<file path="config.mk">
export PLATFORM = sky130hd
export DESIGN_NAME = morra_match_ctrl
export DESIGN_NICKNAME = d
export VERILOG_FILES = /design/src/rtl/morra_match_ctrl.sv
export SDC_FILE = /design/constraint.sdc
export NUM_CORES = 1
export LEC_CHECK = 0
export CAP_MARGIN = 20
export CORE_MARGIN = 1
export CORE_UTILIZATION = 40
export DETAILED_ROUTE_END_ITERATION = 10
export GPL_ROUTABILITY_DRIVEN = 0
export GPL_TIMING_DRIVEN = 0
export PLACE_DENSITY_LB_ADDON = 0.05
export SLEW_MARGIN = 30
export SYNTH_ARGS = -nofsm -noshare
export SYNTH_HDL_FRONTEND = slang
export SYNTH_SLANG_ARGS = --single-unit
</file>
<file path="constraint.sdc">
create_clock -name clk -period 3.05 [get_ports clk]
set_clock_uncertainty 0.1 [all_clocks]
set_input_delay 0.915 -clock clk [delete_from_list [all_inputs] [get_ports clk]]
set_output_delay 0.915 -clock clk [all_outputs]
set_load 0.02 [all_outputs]
</file>
<file path="src/rtl/morra_match_ctrl.sv">
// morra_match_ctrl: first-to-N match controller in front of the MorraCinese core.
// Collects one move per player per round, drives START/config per game and scores results.
module morra_match_ctrl #(
   parameter int GAMES_W      = 3,
   parameter int MOVE_TIMEOUT = 15
) (
   input  logic               clk,
   input  logic               rst,
   input  logic               match_start,
   input  logic [3:0]         cfg_rounds,
   input  logic [GAMES_W-1:0] cfg_games,
   input  logic               p1_valid,
   input  logic [1:0]         p1_move,
   output logic               p1_ready,
   input  logic               p2_valid,
   input  logic [1:0]         p2_move,
   output logic               p2_ready,
   output logic [1:0]         core_p1,
   output logic [1:0]         core_p2,
   output logic               core_start,
   input  logic [1:0]         core_round,
   input  logic [1:0]         core_game,
   output logic [GAMES_W-1:0] p1_score,
   output logic [GAMES_W-1:0] p2_score,
   output logic               match_done,
   output logic [1:0]         match_winner,
   output logic               match_forfeit,
   output logic               busy
);

   localparam int                 CNT_W     = $clog2(MOVE_TIMEOUT + 1);
   localparam logic [CNT_W-1:0]   TMO_LAST  = CNT_W'(MOVE_TIMEOUT);
   localparam logic [CNT_W-1:0]   CNT_ONE   = CNT_W'(1);
   localparam logic [GAMES_W-1:0] SCORE_ONE = GAMES_W'(1);

   typedef enum logic [2:0] {
      S_IDLE,
      S_CFG,
      S_COLLECT,
      S_ISSUE,
      S_CHECK,
      S_DONE
   } state_e;

   state_e               state_q, state_d;
   logic [GAMES_W-1:0]   target_q, target_d;
   logic [GAMES_W-1:0]   p1_score_q, p1_score_d;
   logic [GAMES_W-1:0]   p2_score_q, p2_score_d;
   logic                 p1_have_q, p1_have_d;
   logic                 p2_have_q, p2_have_d;
   logic [1:0]           p1_mv_q, p1_mv_d;
   logic [1:0]           p2_mv_q, p2_mv_d;
   logic [CNT_W-1:0]     tmo_cnt_q, tmo_cnt_d;
   logic [1:0]           core_p1_q, core_p1_d;
   logic [1:0]           core_p2_q, core_p2_d;
   logic                 core_start_q, core_start_d;
   logic                 p1_ready_q, p1_ready_d;
   logic                 p2_ready_q, p2_ready_d;
   logic                 done_q, done_d;
   logic [1:0]           winner_q, winner_d;
   logic                 forfeit_q, forfeit_d;
   logic                 busy_q, busy_d;
   logic                 p1_take, p2_take;

   // ROUND is informational only; game outcome comes from GAME.
   logic unused_core_round;
   assign unused_core_round = ^core_round;

   always_comb begin
      // NOTE: every _d gets its hold value first so no path through the case infers a latch.
      state_d      = state_q;
      target_d     = target_q;
      p1_score_d   = p1_score_q;
      p2_score_d   = p2_score_q;
      p1_have_d    = p1_have_q;
      p2_have_d    = p2_have_q;
      p1_mv_d      = p1_mv_q;
      p2_mv_d      = p2_mv_q;
      tmo_cnt_d    = tmo_cnt_q;
      winner_d     = winner_q;
      forfeit_d    = forfeit_q;
      core_p1_d    = 2'b00;
      core_p2_d    = 2'b00;
      core_start_d = 1'b0;

      p1_take = p1_valid && p1_ready_q && (p1_move != 2'b00);
      p2_take = p2_valid && p2_ready_q && (p2_move != 2'b00);

      case (state_q)
         S_IDLE, S_DONE: begin
            if (match_start) begin
               state_d    = S_CFG;
               target_d   = (cfg_games == '0) ? SCORE_ONE : cfg_games;
               p1_score_d = '0;
               p2_score_d = '0;
               winner_d   = 2'b00;
               forfeit_d  = 1'b0;
            end
         end

         S_CFG: state_d = S_COLLECT;

         S_COLLECT: begin
            if (p1_take) begin
               p1_have_d = 1'b1;
               p1_mv_d   = p1_move;
            end
            if (p2_take) begin
               p2_have_d = 1'b1;
               p2_mv_d   = p2_move;
            end

            if (p1_have_d && p2_have_d) begin
               state_d   = S_ISSUE;
               p1_have_d = 1'b0;
               p2_have_d = 1'b0;
               tmo_cnt_d = '0;
            end else if (!p1_have_q && !p2_have_q) begin
               if (p1_have_d || p2_have_d) begin
                  tmo_cnt_d = CNT_ONE;
               end
            end else if (tmo_cnt_q == TMO_LAST) begin
               // The player who already submitted takes the match by forfeit.
               state_d   = S_DONE;
               forfeit_d = 1'b1;
               winner_d  = p1_have_q ? 2'b01 : 2'b10;
               p1_have_d = 1'b0;
               p2_have_d = 1'b0;
               tmo_cnt_d = '0;
            end else begin
               tmo_cnt_d = tmo_cnt_q + CNT_ONE;
            end
         end

         S_ISSUE: state_d = S_CHECK;

         S_CHECK: begin
            case (core_game)
               2'b00: state_d = S_COLLECT;
               2'b01: begin
                  p1_score_d = p1_score_q + SCORE_ONE;
                  if (p1_score_d == target_q) begin
                     state_d  = S_DONE;
                     winner_d = 2'b01;
                  end else begin
                     state_d = S_CFG;
                  end
               end
               2'b10: begin
                  p2_score_d = p2_score_q + SCORE_ONE;
                  if (p2_score_d == target_q) begin
                     state_d  = S_DONE;
                     winner_d = 2'b10;
                  end else begin
                     state_d = S_CFG;
                  end
               end
               2'b11: state_d = S_CFG;
            endcase
         end

         default: state_d = S_IDLE;
      endcase

      // Outputs are registered, so they are decoded from the state being entered.
      if (state_d == S_CFG) begin
         core_start_d = 1'b1;
         core_p1_d    = cfg_rounds[3:2];
         core_p2_d    = cfg_rounds[1:0];
      end else if (state_d == S_ISSUE) begin
         core_p1_d = p1_mv_d;
         core_p2_d = p2_mv_d;
      end

      p1_ready_d = (state_d == S_COLLECT) && !p1_have_d;
      p2_ready_d = (state_d == S_COLLECT) && !p2_have_d;
      busy_d     = (state_d == S_CFG) || (state_d == S_COLLECT) ||
                   (state_d == S_ISSUE) || (state_d == S_CHECK);
      done_d     = (state_d == S_DONE);
   end

   // NOTE: flops use <= so every register samples pre-edge values regardless of statement order.
   always_ff @(posedge clk) begin
      if (rst) begin
         state_q      <= S_IDLE;
         target_q     <= SCORE_ONE;
         p1_score_q   <= '0;
         p2_score_q   <= '0;
         p1_have_q    <= 1'b0;
         p2_have_q    <= 1'b0;
         p1_mv_q      <= 2'b00;
         p2_mv_q      <= 2'b00;
         tmo_cnt_q    <= '0;
         core_p1_q    <= 2'b00;
         core_p2_q    <= 2'b00;
         core_start_q <= 1'b0;
         p1_ready_q   <= 1'b0;
         p2_ready_q   <= 1'b0;
         done_q       <= 1'b0;
         winner_q     <= 2'b00;
         forfeit_q    <= 1'b0;
         busy_q       <= 1'b0;
      end else begin
         state_q      <= state_d;
         target_q     <= target_d;
         p1_score_q   <= p1_score_d;
         p2_score_q   <= p2_score_d;
         p1_have_q    <= p1_have_d;
         p2_have_q    <= p2_have_d;
         p1_mv_q      <= p1_mv_d;
         p2_mv_q      <= p2_mv_d;
         tmo_cnt_q    <= tmo_cnt_d;
         core_p1_q    <= core_p1_d;
         core_p2_q    <= core_p2_d;
         core_start_q <= core_start_d;
         p1_ready_q   <= p1_ready_d;
         p2_ready_q   <= p2_ready_d;
         done_q       <= done_d;
         winner_q     <= winner_d;
         forfeit_q    <= forfeit_d;
         busy_q       <= busy_d;
      end
   end

   assign core_p1       = core_p1_q;
   assign core_p2       = core_p2_q;
   assign core_start    = core_start_q;
   assign p1_ready      = p1_ready_q;
   assign p2_ready      = p2_ready_q;
   assign p1_score      = p1_score_q;
   assign p2_score      = p2_score_q;
   assign match_done    = done_q;
   assign match_winner  = winner_q;
   assign match_forfeit = forfeit_q;
   assign busy          = busy_q;

endmodule
</file>
After elaboration in Yosys (flattened, before gate mapping)
Cells that the tools add are included.
{ "word_totals": {"register_bits": 34, "out_inout_bits": 18} }
{ "classes": {"n_addsub": 3, "n_eq_ne": 26, "mux": 53, "reduce_logical": 31} }
{ "ops": {"columns": ["op", "n"], "rows": [
  ["$mux W2", 15],
  ["$mux W3", 10],
  ["$mux W1", 17],
  ["$mux W4", 4],
  ["$pmux W3 S5", 1],
  ["$eq A3 B2 Y1 const B", 4],
  ["$eq A3 B3 Y1 const B", 4],
  ["$pmux W3 S2", 2],
  ["$pmux W3 S4", 1],
  ["$ne A2 B2 Y1 const B", 5],
  ["$logic_and A1 B1 Y1", 8],
  ["$reduce_and A8 Y1", 1],
  ["$reduce_bool A2 Y1", 4],
  ["$add A3 B1 Y3 const B", 2],
  ["$eq A3 B1 Y1 const B", 2],
  ["$eq A3 B3 Y1", 2],
  ["$logic_not A3 Y1", 2],
  ["$ne A3 B2 Y1 const B", 2],
  ["$ne A3 B3 Y1 const B", 2],
  ["$pmux W2 S3", 1],
  ["$reduce_and A3 Y1", 2],
  ["$reduce_and A5 Y1", 1],
  ["$add A4 B1 Y4 const B", 1],
  ["$eq A2 B2 Y1 const B", 2],
  ["11 further kinds", 18]
]} }

Logic depth before layout (Yosys ltp)
{ "logic_depth": {"word_depth": 11, "ltp_mapped": 7, "ltp_nobuf": 6} }

Worst setup path after synthesis
Ideal clock, no wire load.
{ "synth_path": {"path_type": "in2reg", "from": "in p2_move[1]", "to": "reg winner_q[0], in the netlist match_winner[0]", "t_arrival_ns": 2.141, "setup_slack_ns": 0.686, "path_stages": 5, "cell_sequence": "o211a_1 o22ai_1 a21oi_1 nor3_1 mux2_1"} }
{ "synth_between": {"elab_chain_cells": 7} }
{ "synth_lines": {"columns": ["element", "line", "text"], "rows": [
  ["start: declaration", "16", "input logic [1:0] p2_move,"],
  ["$reduce_bool A2 Y1", "87", "p2_take = p2_valid && p2_ready_q && (p2_move != 2'b00);"],
  ["$logic_and A1 B1 Y1", "87", null],
  ["$mux W1", "108", "if (p2_take) begin"],
  ["$mux W1", "89", "case (state_q)"],
  ["$logic_and A1 B1 Y1", "113", "if (p1_have_d && p2_have_d) begin"],
  ["$ne A2 B2 Y1 (no source line)", null, null],
  ["$reduce_and A8 Y1 (no source line)", null, null],
  ["end signal: assignment", "219", "winner_q <= winner_d;"],
  ["end: declaration", "60", "logic [1:0] winner_q, winner_d;"]
]} }
Every way passes these cells. The select of a mux whose other input is x is not followed.
A chain may end at the register's enable or synchronous reset.

Final worst setup path
{ "layout_path": {"from": "in p2_move[1]", "to": "reg core_p2_q[0], in the netlist core_p2[0]"} }
{ "layout_between": {"elab_chain_cells": 10, "word_cells_on_any_way": 13, "classes_between": "2 x eq/ne; 8 x mux; 3 x reduce/logical"} }
{ "layout_lines": {"columns": ["element", "line", "text"], "rows": [
  ["$reduce_bool A2 Y1 (*)", "87", null],
  ["$logic_and A1 B1 Y1 (*)", "87", null],
  ["$mux W1", "108", null],
  ["$mux W1", "89", null],
  ["$logic_and A1 B1 Y1", "113", null],
  ["$mux W3", "113", null],
  ["$pmux W3 S5", "89", null],
  ["$eq A3 B2 Y1", "170", "end else if (state_d == S_ISSUE) begin"],
  ["$mux W2", "170", null],
  ["$mux W2 (*)", "166", "if (state_d == S_CFG) begin"],
  ["end signal: assignment", "214", "core_p2_q <= core_p2_d;"],
  ["end: declaration", "55", "logic [1:0] core_p2_q, core_p2_d;"]
]} }
Every way passes the cells marked *; elsewhere a longest branch is shown, timed or not. The select of a mux whose other input is x is not followed.

==> impl_metrics.py <==
metrics = {
    "clock_network": {
        "post_cts_buffers": 0,
        "clock_tree.root_cell": "clkbuf_8",
        "holdBufCountCts": 0,
        "clk_pin_slew_worst_paths_ps": 70,
        "cts_resized": 0,
        "cts_tree": "built",
        "cts-htree-levels": 2,
        "clock_path_buffers": 2,
        "cts_sinks": 34,
        "clk_latency_ps": 290,
        "cts-buffers-inserted": 5,
    },
    "sta": {
        "finalSetupViolCount": 0,
        "rsz0062_at_grt": "false",
        "finalCritPeriodShare_pct": 92.34,
        "relSlewSlack_pct": 37.92,
        "max_freq_ghz": 0.3551,
        "hold_viol_final": 0,
        "min_period_ps": 2816,
        "tightest_slew_ps": 919.2,
        "maxSlewViolCount": 0,
        "hold-worst-slack_ps": 381.2,
    },
    "die": {
        "rows": 24,
        "die_area_sq_um": 4825,
        "core-area_sq_um": 4354,
        "pin_count": 38,
        "start_util_pct": 41.81,
        "die_w_um": 69.46,
        "fp.dieH_um": 69.46,
    },
    "setup_path": {
        "startpoint_type": "input port",
        "endpoint": "core_p2[0]",
        "r2r_start": "p1_score[0]",
        "cp_slowest_cell": "clkdlybuf4s50_1",
        "r2r_slack_ps": 920,
        "worstSetupEndpointType": "flip-flop",
        "reg2regPathDepth": 6,
        "r2r_end": "match_winner[0]",
        "crit_type": "in -> reg",
        "slowest_delay_ps": 500,
        "worstPathRequired_ps": 3170,
        "startpoint": "p2_move[1]",
        "cp.arrival_ps": 2940,
        "crit_fanout": 6,
        "path_cells": "clkdlybuf4s50_1 > o211ai_1 > a22oi_1 > o22ai_1 > nor3_1 > a32o_1",
    },
    "route": {
        "detail-route-antenna-nets": 0,
        "viasPerCell": 5.313,
        "wirelength_mm": 4.203,
        "vias": 1594,
        "dr.pass1.iters": 4,
        "drt_iter0_markers": 62,
        "routedWlPerCell_um": 14.01,
        "drc": 0,
    },
    "job": {
        "drv_cap": 0,
    },
    "synth": {
        "async_flop_share_pct": 0,
        "synth_edf_count": 0,
        "ys_seq_area_share_pct": 37.39,
        "syn_avg_cell_area_sq_um": 8.837,
        "synth.distinct_cells": 54,
        "syn_inst": 206,
        "ys_warn_count": 0,
        "synth-seq-cells": 34,
        "ys.flop_type": "dfxtp_1",
        "synth_nets": 229,
        "syn_area_sq_um": 1820,
    },
    "pwr": {
        "power.density_nw_per_um2": 459.2,
        "p_int_uw": 789.4,
        "combPwrFrac_pct": 18.8,
        "p_clk_share_pct": 36.5,
        "p_leak_nw": 0.8506,
        "p_sw_uw": 283.3,
        "swShare_pct": 26.41,
        "peakVddDrop_v": 0.0002811,
        "p_seq_share_pct": 44.6,
    },
    "cells_and_area": {
        "final_nets": 270,
        "synthToLayoutAreaGrowth_pct": 28.32,
        "final_cells": 300,
        "final_area_sq_um": 2336,
        "n_antenna_cell": 0,
        "drive_gt1_share_pct": 9.677,
        "fillCellCount": 392,
    },
    "placement": {
        "place_inst": 292,
        "portBuffers": 34,
        "dpl_cell_area_sq_um": 2226,
        "dpl.hpwl_mm": 3.132,
    },
    "global_routing": {
        "grt_pass1_vias": 1583,
        "grtUsageTotal_pct": 19.78,
        "grt_start_max_net_pins": 11,
        "grt_pass1_wl_mm": 7.596,
        "antenna_found_initial": 0,
        "gr-total-overflow": 0,
    },
    "run_status": {
        "status": "finished, final reports clean",
    },
    "min_path": {
        "worstHoldPathType": "reg -> reg",
    },
}
-- final cells by class --
class	count	area [sq um]	share of cell area [%]
flip-flops and latches	34	680.7	29.14
multi-input cells	156	1062	45.47
inverters	5	18.77	0.8034
plain buffers	11	58.81	2.517
clock buffers	8	110.1	4.713
repair buffers	34	340.3	14.57
well taps	52	65.06	2.785
-- critical path, delay by kind of cell --
family	cells	cell delay (ps)
buffers and inverters	1	500
AND/OR/NAND/NOR	1	490
AO/OA/AOI/OAI	4	1030
-- power by group through the flow --
stage                     clock network [mW]  registers, mW  logic (mW)
after global placement                     0          0.489       0.202
final                                  0.392          0.479       0.202
after floorplan                            0          0.501       0.113
after detailed placement                   0          0.488       0.202
after global routing                   0.423          0.481       0.223
after CTS                              0.405          0.479       0.203
-- worst min-delay path by stage --
stage | start | end | depth (start not counted)
floorplan | p1_mv_q[1] | p1_mv_q[1] | 2
global placement | match_winner[1] | match_winner[1] | 2
detailed placement | match_winner[1] | match_winner[1] | 2
CTS | match_winner[1] | match_winner[1] | 2
global route | match_winner[1] | match_winner[1] | 2
finish | match_winner[1] | match_winner[1] | 2
-- cell usage in the layout, fill, tap and decap left out, types with 3 or more instances in the layout --
cell	Yosys	final
nor2_2	3	3
nor2_1	26	26
dfxtp_1	34	34
ha_1	3	3
o211ai_1	4	4
nand2_1	9	9
nor2b_1	11	11
nor3_1	7	7
o22ai_1	4	4
a22oi_1	3	3
clkdlybuf4s50_1	0	34
xor2_1	3	3
o21ai_0	4	4
buf_2	5	5
nand3b_1	4	4
clkbuf_1	4	4
clkbuf_8	0	8
nor3b_1	3	3
inv_1	5	5
a32o_1	4	4
and2_1	3	3
nand3_1	5	5
mux2i_1	8	8
a21oi_1	11	11
-- state kept, by name, summed over array words and instances, names as in the netlist, 3 cells and up --
signal and count:
target_q 3, tmo_cnt_q 4, p2_score 3, p1_score 3, state_q 3
-- synthesized netlist by cell type, drive strengths merged (5+ instances only) --
cell type	n	share of area, %
nand3	5	1.4
mux2i	8	4.4
nor2b	11	3.8
a21oi	12	3.5
dfxtp	34	37
inv	5	1.0
nand2	9	1.9
nor2	29	6.4
buf	7	2.4
o21ai	5	1.4
nor3b	5	2.6
nor3	7	1.9
-- routing by layer --
metal	GRT usage [%]	vias to the layer above	part of all wire, %
met1	28.58	724	54
met3	3.924	7	2.4
met2	29.23	24	42
met5	0	-	0
li1	-	839	-
met4	6.803	0	1.4
-- through the flow --
stage          util [%]  power (mW)  TNS (ps)  setup WS, ps
2_1_floorplan         -      0.6134         0         685.8
3_3_place_gp      51.12      0.6909    -225.3        -56.50
3_5_place_dp      51.12      0.6897    -167.1        -52.12
4_1_cts           53.65       1.087         0         238.2
5_1_grt           53.65       1.127         0         14.80
6_report          53.65       1.073         0         233.7
-- cell families (layout without fill, tap and decap cells) --
group           after synthesis  in the layout  share of synthesized area [%]
simple gates                 83             83                          24.67
compound gates               54             54                          21.72
flops                        34             34                          37.39
buf+inv                      16             58                          4.261
mux                           9              9                          5.017
xor+xnor                      7              7                          4.880
fa+ha+maj                     3              3                          2.062
Power figures use the tool's default switching activity.
